===== src/rtl/merge2_leaf_arbiter_pkg.sv =====
// Shared types and constants for the two-input leaf merge arbiter.
// Holds the lock FSM encoding, the default flit width and the tail-bit position.
package merge2_leaf_arbiter_pkg;

  typedef enum logic [1:0] {
    ST_IDLE  = 2'd0,
    ST_LOCK0 = 2'd1,
    ST_LOCK1 = 2'd2
  } state_t;

  localparam int FLIT_W = 9;

  // The tail marker is always the top bit of a flit.
  function automatic int tail_idx(input int w);
    return w - 1;
  endfunction

endpackage


===== src/rtl/merge2_leaf_arbiter_if.sv =====
// Flit bus between two requesters, the merge arbiter and the downstream leaf.
// slave = arbiter side, master = requesters plus downstream side.
interface merge2_leaf_arbiter_if
  import merge2_leaf_arbiter_pkg::*;
#(
  parameter int W = FLIT_W
);
  logic [W-1:0] in0_data;
  logic         in0_valid;
  logic         in0_ready;
  logic [W-1:0] in1_data;
  logic         in1_valid;
  logic         in1_ready;
  logic [W-1:0] out_data;
  logic         out_valid;
  logic         out_ready;
  logic         out_src;
  logic         busy;

  modport slave (
    input  in0_data, in0_valid, in1_data, in1_valid, out_ready,
    output in0_ready, in1_ready, out_data, out_valid, out_src, busy
  );

  modport master (
    output in0_data, in0_valid, in1_data, in1_valid, out_ready,
    input  in0_ready, in1_ready, out_data, out_valid, out_src, busy
  );
endinterface


===== src/rtl/rr_arb2.sv =====
// Two-way round-robin arbiter: combinational grant, registered priority pointer.
// The pointer moves to the other port only when the caller signals an update.
module rr_arb2 (
  input  logic       clk,
  input  logic       rst,
  input  logic [1:0] i_req,
  input  logic       i_upd,
  output logic       o_gnt_vld,
  output logic       o_gnt_idx
);
  logic r_ptr;

  always_comb begin
    o_gnt_vld = |i_req;
    o_gnt_idx = (i_req == 2'b11) ? r_ptr : i_req[1];
  end

  always_ff @(posedge clk or posedge rst) begin
    if (rst) r_ptr <= 1'b0;
    else if (i_upd) r_ptr <= ~o_gnt_idx;
  end
endmodule


===== src/rtl/merge2_leaf_arbiter.sv =====
// Merges two packetised flit streams into one registered output without interleaving packets.
// Optional macro MERGE2_PERF_CNT_EN adds saturating per-port tail-flit counters.
module merge2_leaf_arbiter
  import merge2_leaf_arbiter_pkg::*;
#(
  parameter int W = FLIT_W
) (
  input  logic                  CLK,
  input  logic                  RESET,
  merge2_leaf_arbiter_if.slave  bus
`ifdef MERGE2_PERF_CNT_EN
  ,
  output logic [15:0]           pkt_cnt0,
  output logic [15:0]           pkt_cnt1
`endif
);
  localparam int TAIL = tail_idx(W);

  state_t         r_state;
  state_t         w_state_nxt;
  logic           w_slot_free;
  logic           w_arb_vld;
  logic           w_arb_idx;
  logic           w_gnt_vld;
  logic           w_sel;
  logic           w_sel_valid;
  logic [W-1:0]   w_sel_data;
  logic           w_tail;
  logic           w_accept;
  logic           w_hdr;
  logic           w_rdy0;
  logic           w_rdy1;
  logic [W-1:0]   r_data_p1;
  logic           r_src_p1;
  logic           r_vld_p1;

  assign w_slot_free = !r_vld_p1 | bus.out_ready;

  rr_arb2 u_rr_arb2 (
    .clk       (CLK),
    .rst       (RESET),
    .i_req     ({bus.in1_valid, bus.in0_valid}),
    .i_upd     (w_hdr),
    .o_gnt_vld (w_arb_vld),
    .o_gnt_idx (w_arb_idx)
  );

  always_comb begin
    w_state_nxt = r_state;
    w_gnt_vld   = w_arb_vld;
    w_sel       = w_arb_idx;
    case (r_state)
      ST_LOCK0: begin w_gnt_vld = 1'b1; w_sel = 1'b0; end
      ST_LOCK1: begin w_gnt_vld = 1'b1; w_sel = 1'b1; end
      default:  ;
    endcase
    w_sel_valid = w_sel ? bus.in1_valid : bus.in0_valid;
    w_sel_data  = w_sel ? bus.in1_data  : bus.in0_data;
    w_tail      = w_sel_data[TAIL];
    w_rdy0      = w_gnt_vld & !w_sel & w_slot_free;
    w_rdy1      = w_gnt_vld &  w_sel & w_slot_free;
    w_accept    = w_gnt_vld & w_sel_valid & w_slot_free;
    // A header is the first flit taken while unlocked; only it moves the rr pointer.
    w_hdr       = w_accept & (r_state == ST_IDLE);
    if (w_accept) begin
      if (r_state == ST_IDLE && !w_tail) w_state_nxt = w_sel ? ST_LOCK1 : ST_LOCK0;
      else if (r_state != ST_IDLE && w_tail) w_state_nxt = ST_IDLE;
    end
  end

  // Readies are forced low while reset is held, independent of the arbitration path.
  assign bus.in0_ready = w_rdy0 & !RESET;
  assign bus.in1_ready = w_rdy1 & !RESET;

  // Stage p1: single output register, reloaded on accept, emptied on drain.
  always_ff @(posedge CLK or posedge RESET) begin
    if (RESET) begin
      r_state   <= ST_IDLE;
      r_vld_p1  <= 1'b0;
      r_data_p1 <= '0;
      r_src_p1  <= 1'b0;
    end else begin
      r_state <= w_state_nxt;
      if (w_accept) begin
        r_vld_p1  <= 1'b1;
        r_data_p1 <= w_sel_data;
        r_src_p1  <= w_sel;
      end else if (bus.out_ready) begin
        r_vld_p1  <= 1'b0;
      end
    end
  end

  assign bus.out_data  = r_data_p1;
  assign bus.out_valid = r_vld_p1;
  assign bus.out_src   = r_src_p1;
  assign bus.busy      = (r_state != ST_IDLE);

`ifdef MERGE2_PERF_CNT_EN
  logic [15:0] r_cnt0;
  logic [15:0] r_cnt1;

  function automatic logic [15:0] sat_inc(input logic [15:0] c);
    return (c == 16'hFFFF) ? c : c + 16'd1;
  endfunction

  always_ff @(posedge CLK or posedge RESET) begin
    if (RESET) begin
      r_cnt0 <= '0;
      r_cnt1 <= '0;
    end else if (w_accept && w_tail) begin
      if (w_sel) r_cnt1 <= sat_inc(r_cnt1);
      else       r_cnt0 <= sat_inc(r_cnt0);
    end
  end

  assign pkt_cnt0 = r_cnt0;
  assign pkt_cnt1 = r_cnt1;
`endif
endmodule


===== src/flat_wrapper.sv =====
// flat-port wrapper written by rule: the top's interface ports become plain ports
module merge2_leaf_arbiter_flat import merge2_leaf_arbiter_pkg::*;
#(
  parameter int W = FLIT_W
)
  (CLK, RESET, bus_in0_data, bus_in0_valid, bus_in1_data, bus_in1_valid, bus_out_ready, bus_in0_ready, bus_in1_ready, bus_out_data, bus_out_valid, bus_out_src, bus_busy);
  merge2_leaf_arbiter_if #(.W(W)) bus_i ();
  input  logic CLK;
  input  logic RESET;
  input wire logic [$bits(bus_i.in0_data)-1:0] bus_in0_data;
  input wire logic [$bits(bus_i.in0_valid)-1:0] bus_in0_valid;
  input wire logic [$bits(bus_i.in1_data)-1:0] bus_in1_data;
  input wire logic [$bits(bus_i.in1_valid)-1:0] bus_in1_valid;
  input wire logic [$bits(bus_i.out_ready)-1:0] bus_out_ready;
  output wire logic [$bits(bus_i.in0_ready)-1:0] bus_in0_ready;
  output wire logic [$bits(bus_i.in1_ready)-1:0] bus_in1_ready;
  output wire logic [$bits(bus_i.out_data)-1:0] bus_out_data;
  output wire logic [$bits(bus_i.out_valid)-1:0] bus_out_valid;
  output wire logic [$bits(bus_i.out_src)-1:0] bus_out_src;
  output wire logic [$bits(bus_i.busy)-1:0] bus_busy;
  assign bus_i.in0_data = bus_in0_data;
  assign bus_i.in0_valid = bus_in0_valid;
  assign bus_i.in1_data = bus_in1_data;
  assign bus_i.in1_valid = bus_in1_valid;
  assign bus_i.out_ready = bus_out_ready;
  assign bus_in0_ready = bus_i.in0_ready;
  assign bus_in1_ready = bus_i.in1_ready;
  assign bus_out_data = bus_i.out_data;
  assign bus_out_valid = bus_i.out_valid;
  assign bus_out_src = bus_i.out_src;
  assign bus_busy = bus_i.busy;
  merge2_leaf_arbiter #(.W(W)) u_core (.CLK(CLK), .RESET(RESET), .bus(bus_i));
endmodule

===== config.mk =====
export PLATFORM = sky130hd
export DESIGN_NAME = merge2_leaf_arbiter_flat
export DESIGN_NICKNAME = d
export VERILOG_FILES = /design/src/rtl/merge2_leaf_arbiter_pkg.sv /design/src/rtl/merge2_leaf_arbiter_if.sv /design/src/rtl/rr_arb2.sv /design/src/rtl/merge2_leaf_arbiter.sv /design/src/flat_wrapper.sv
export SDC_FILE = /design/constraint.sdc
export NUM_CORES = 1
export LEC_CHECK = 0
export ABC_AREA = 1
export CAP_MARGIN = 0
export CORE_MARGIN = 5
export CORE_UTILIZATION = 41
export CTS_CLUSTER_SIZE = 10
export DETAILED_ROUTE_END_ITERATION = 8
export PLACE_DENSITY = 0.78
export SETUP_SLACK_MARGIN = 0.5
export SYNTH_ARGS = -nofsm -noshare
export SYNTH_HDL_FRONTEND = slang
export SYNTH_SLANG_ARGS = --single-unit

===== constraint.sdc =====
create_clock -name CLK -period 2.7 [get_ports CLK]
set_input_delay 0.54 -clock CLK [delete_from_list [all_inputs] [get_ports CLK]]
set_output_delay 0.54 -clock CLK [all_outputs]
set_load 0.02 [all_outputs]

After elaboration in Yosys (flattened, before gate mapping)
Index checks and enable logic that the tools add are counted.
- register bits after elaboration: 14
- bits of input ports: 23
- output and inout port bits: 14
- logic and storage cells: 42
- eq/ne operators: 3
- multiplexer cells: 10
- bitwise gates (word level): 11
- reduce and logical (&&, ||, !) cells: 13
- operator list (cell ; number):
    $and 1x1->1 ; 9
    $mux 9 ; 1
    $mux 2 ; 3
    $reduce_bool 2->1 ; 3
    $mux 1 ; 5
    $eq 2x2->1 const B ; 2
    $logic_not 1->1 ; 4
    $reduce_or 2->1 ; 2
    $eq 2x1->1 const B ; 1
    $logic_and 1x1->1 ; 2
    $logic_not 2->1 ; 1
    $pmux 1 s2 ; 1
    $reduce_and 2->1 ; 1
    $not 1->1 ; 1
    $or 1x1->1 ; 1

Logic depth before layout (Yosys ltp)
- depth after elaboration: 8
- mapped depth: 13
- mapped depth without buffers: 13

By module
A second synthesis with hierarchy kept.
- cells, all modules: 132
- area total of the unflattened synthesis: 889.6 sq um
- by module, submodules not included (module ; times used ; cells each ; area each (sq um) ; sequential area each (sq um)):
    merge2_leaf_arbiter ; 1 ; 122 ; 825.8 ; 325.3
    rr_arb2 ; 1 ; 10 ; 63.8 ; 25.0

Worst setup path before layout
OpenSTA, ideal clock, no wires.
- path kind: reg2out
- start point: reg u_core.r_state[1]
- end point: out bus_in0_ready
- arrival time: 1682 ps
- data required time: 2160 ps
- slack: 478 ps
- stages on the path, launching flop included: 8
- path buffers: 1
- cells stage by stage: dfrtp_1 > inv_1 > ha_1 > inv_1 > nand3_2 > nand2_2 > buf_4 > nor4_1
- longest elaborated chain between the ends: 6
- elaborated cells on any way between the ends: 9
- those cells by class: eq/ne (2); mux (2); bitwise (3); reduce/logical (2)
- ends and longest elaborated chain (what ; RTL line ; source):
    start, declared ; merge2_leaf_arbiter.sv:19 ; state_t r_state;
    start signal, assigned ; merge2_leaf_arbiter.sv:83 ; r_state <= w_state_nxt;
    $eq 2x2->1 or $eq 2x1->1 (tied branches) ; merge2_leaf_arbiter.sv:52 ; case (r_state)
    $pmux 1 s2 or $reduce_or 2->1 (tied branches) ; n/a ;
    $logic_not 1->1 or $mux 1 (tied branches) ; merge2_leaf_arbiter.sv:60, merge2_leaf_arbiter.sv:52 ;
    $and 1x1->1 * (2 in a row) ; merge2_leaf_arbiter.sv:60 ; w_rdy0 = w_gnt_vld & !w_sel & w_slot_free;
    $and 1x1->1 * ; merge2_leaf_arbiter.sv:72 ; assign bus.in0_ready = w_rdy0 & !RESET;
    end, declared ; flat_wrapper.sv:15 ; output wire logic [$bits(bus_i.in0_ready)-1:0] bus_in0_ready;
Every way passes the cells marked *; elsewhere a longest branch is shown, timed or not.

Worst setup path in the final report
- start point: in bus_in0_valid
- end point: out bus_in0_ready
- longest elaborated chain between the ends: 7
- elaborated cells on any way between the ends: 9
- those cells by class: eq/ne (1); mux (3); bitwise (3); reduce/logical (2)
- ends and longest elaborated chain (what ; RTL line ; source):
    start, declared ; flat_wrapper.sv:11 ; input wire logic [$bits(bus_i.in0_valid)-1:0] bus_in0_valid;
    $eq 2x2->1 ; rr_arb2.sv:15 ; o_gnt_idx = (i_req == 2'b11) ? r_ptr : i_req[1];
    $mux 1 ; rr_arb2.sv:15 ;
    $pmux 1 s2 ; merge2_leaf_arbiter.sv:52 ;
    $logic_not 1->1 ; merge2_leaf_arbiter.sv:60 ;
    $and 1x1->1 * (2 in a row) ; merge2_leaf_arbiter.sv:60 ;
    $and 1x1->1 * ; merge2_leaf_arbiter.sv:72 ;
Marked as above.

==> metrics.md <==
| Metric | Value |
|---|---|
| Area occupied by multi-input gates | about 460 sq um |
| ANT cells | 0 |
| Slew margin rel. | 64.3% |
| Least-Margin Pin Slew | between 0.5 and 0.6 ns |
| WHS Endpoint | u_core.bus.out_data[8] |
| Worst path required time | 2.16 ns |
| Synth warnings | 0 |
| Number of max-cap violations | 0 |
| Minimum clock period | around 2.1 ns |
| FF-to-FF Start | u_core.r_state[0] |
| Met3 Use GR | 3.48% |
| Post-synthesis cell count | 120 |
| ANT nets after route | 0 |
| GRT Residual Overflow | 0 |
| Vias in the first global route | 872 |
| Port bufs | 36 |
| Worst path buffer plus inverter count | 3 |
| Post-synthesis sequential area ratio | 40.6% |
| M2 GR Usage | 26.9% |
| Average wire per standard cell | 12.2 microns |
| Core area | 1980 sq um |
| Power Density | 1050 nW/um^2 |
| Root buffer cell | clkbuf_4 |
| GPL Wtd Cong | around 0.91 |
| Sequential cell area | 350 sq um |
| Die Height | around 56 microns |
| CP dominant cell by count | buf_4 |
| Hold buffer count at CTS | 0 |
| Met1 GRT Util | 18.1% |
| Die area | 3120 sq um |
| Initial antenna violation count | 0 |
| Layout cell share with drive strength beyond 1 | 13.8% |
| DR iter-0 viols | 19 |
| Post-Syn Area | 862 sq um |
| Synth Area per Inst | approximately 7.2 sq um |
| Hold Path Depth | 2 |
| Leak | 0.683 nW |
| Die width | 55.9 microns |
| Critical Path AT | 1.60 ns |
| R2r setup slk | 0.65 ns |
| Maximum vdd drop | 0.641 mV |
| DRC viols | 0 |
| Setup slack after layout | 0.565 ns |
| Synthesized net count | between 100 and 150 |
| FF+latch count, synth | 14 |
| Total Routed Length | 2.28 mm |
| GRT busiest layer | met2 |
| Worst Hold Class | flop to flop |
| Fin crit share | about four fifths |
| Nets@finish | ~190 |
| Largest net degree at the start of global routing | 16 |
| Crit path kind | primary input to primary output |
| I/O Pins | 37 |
| Reg2reg path depth | 14 |
| Final Skew | between 0.002 and 0.003 ns |
| Clock Latency Late Sink | 0.28 ns |
| Crit. End Element | primary output |
| CP Cell Sequence | clkdlybuf4s50_1 > buf_4 > nor3_1 > nor4_4 > buf_4 |
| Routed vias | between 900 and 1k |
| # clock sinks | 14 |
| GRT Resource Usage Total | 15.3% |
| TritonCTS buffer count | 3 |
| Final hold viol count | 0 |
| Outcome | finished clean |
| CP delay by family, top | buffers and inverters |
| First-pass GRT wire length | 3.84 mm |
| Cell at the slowest stage of the critical path | clkdlybuf4s50_1 |
| Max Freq | 468 MHz |
| Area Growth Syn to Fin | 54.3% |
| Fin Setup TNS | 0 ns |
| Setup Viol. Count Final | 0 |
| DR vias/cell | ~5 |
| Hold wc startpoint | u_core.bus.out_data[8] |
| Worst-path clk slew | roughly 0.090 ns |
| CTS max path bufs | 2 |
| CP startpoint kind | primary input |
| Fillcell total | approximately 170 |
| Detailed placer's ending HPWL | 1.76 mm |
| Reg2Reg Capture Point | u_core.r_state[1] |
| Initial core utilization | 43.5% |
| Pre-CTS setup slack | around 0.086 ns |
| Slew Limit Fails | 0 |
| CTS tree | yes |
| Crit path largest cell delay | 0.42 ns |
| Drt first pass iters | 4 |
| RSZ-0062 raised after global routing | false |
| H-Tree Depth | 1 |
| Row count | 16 |
| Distinct cells, synth | 17 |
| Worst-path maximum fanout | 3 |
synthesized netlist by cell type:
master	n	area share [%]
nand3_1	21	12
buf_2	2	1.2
nand2_2	3	2.2
buf_4	3	2.6
nand3_2	1	1.2
dfrtp_1	14	41
nor3_1	1	0.58
nor2_1	3	1.3
nand3b_1	1	0.87
ha_1	3	4.4
a21oi_2	1	1.0
nand2_1	48	21
nand4_1	4	2.9
nor4_1	1	0.73
buf_6	1	1.3
a21boi_0	1	0.87
inv_1	12	5.2
layout by cell type (no fill, tap or decap):
master           count
nor4_4               1
inv_2                2
ha_4                 1
buf_4                7
buf_6                1
nand4_1              4
inv_1               10
nor2_2               1
ha_1                 2
nand2_1             48
clkbuf_4             3
dlymetal6s2s_1       1
a21boi_0             1
clkbuf_8             1
nand3_1             21
nand3_2              1
a21oi_2              1
clkdlybuf4s50_1     33
nor2_1               2
nand2_2              2
nor3_1               1
dfrtp_1             14
nand2_4              1
nand3b_1             1
tightest hold or removal path: stages, from the launching register on:
cell and delay (ns):
dfrtp_1 0.35, nand2_1 0.06, nand2_1 0.05
worst max path at each step:
stage,from,end,slack (ns),depth (start not counted)
final,bus_in0_valid,bus_in0_ready,0.56,5
after global routing,u_core.r_state[0],bus_in1_ready,0.46,8
after CTS,u_core.r_state[0],bus_in1_ready,0.51,8
after detailed placement,bus_in1_valid,bus_in1_ready,0.09,6
after global placement,bus_in1_valid,bus_in1_ready,0.11,6
after floorplan,u_core.r_state[1],bus_in0_ready,0.72,7
logic make-up after synthesis:
family | synth area share, %
fa+ha+maj | 4.35
flops | 40.6
buf+inv | 10.3
simple gates | 42.8
compound gates | 1.89
state kept, by name, summed over array words and instances (netlist names):
name	cells
u_core.u_rr_arb2.r_ptr	1
u_core.r_state	2
u_core.bus.out_valid	1
u_core.bus.out_data	9
u_core.bus.out_src	1
area by class of cell:
class                   count  share of cell area, %
flip-flops and latches     14                   26.3
inverters                  12                   3.39
repair buffers             42                   30.6
multi-input cells          88                   34.4
well taps                  27                   2.54
clock buffers               4                   2.73
stage by stage:
stage	utilization, %	hold slack, ns	power, mW	cell area (sq um)	instances
6_report	67.1	0.478	1.39	1330	187
5_1_grt	67.1	0.501	1.52	1330	187
4_1_cts	64.7	0.484	1.34	1280	186
3_5_place_dp	63.4	0.463	1.19	1260	182
3_3_place_gp	63.4	0.452	1.17	1260	182
2_1_floorplan	-	0.429	0.888	868	120
power breakdown:
part / switching, mW / total (mW) / internal [mW]
Sequential: 0.0521 / 0.359 / 0.307
Combinational: 0.488 / 0.878 / 0.390
Clock: 0.0733 / 0.155 / 0.0819
Total: 0.613 / 1.39 / 0.780
routing by layer:
metal	wire [microns]	share of wire, %	vias to the layer above
li1	-	-	464
met1	978	43	414
met2	1150	50	31
met3	107	4.7	6
met4	46	2.0	0
met5	0	0	-
what timing repair did:
action                                  in CTS  in global routing
gates resized for setup                      9                 10
setup buffers                                0                  1
endpoints found under the setup margin       2                  5
pin swaps                                    0                  1
Note: power is estimated with default switching activity, not from simulation.
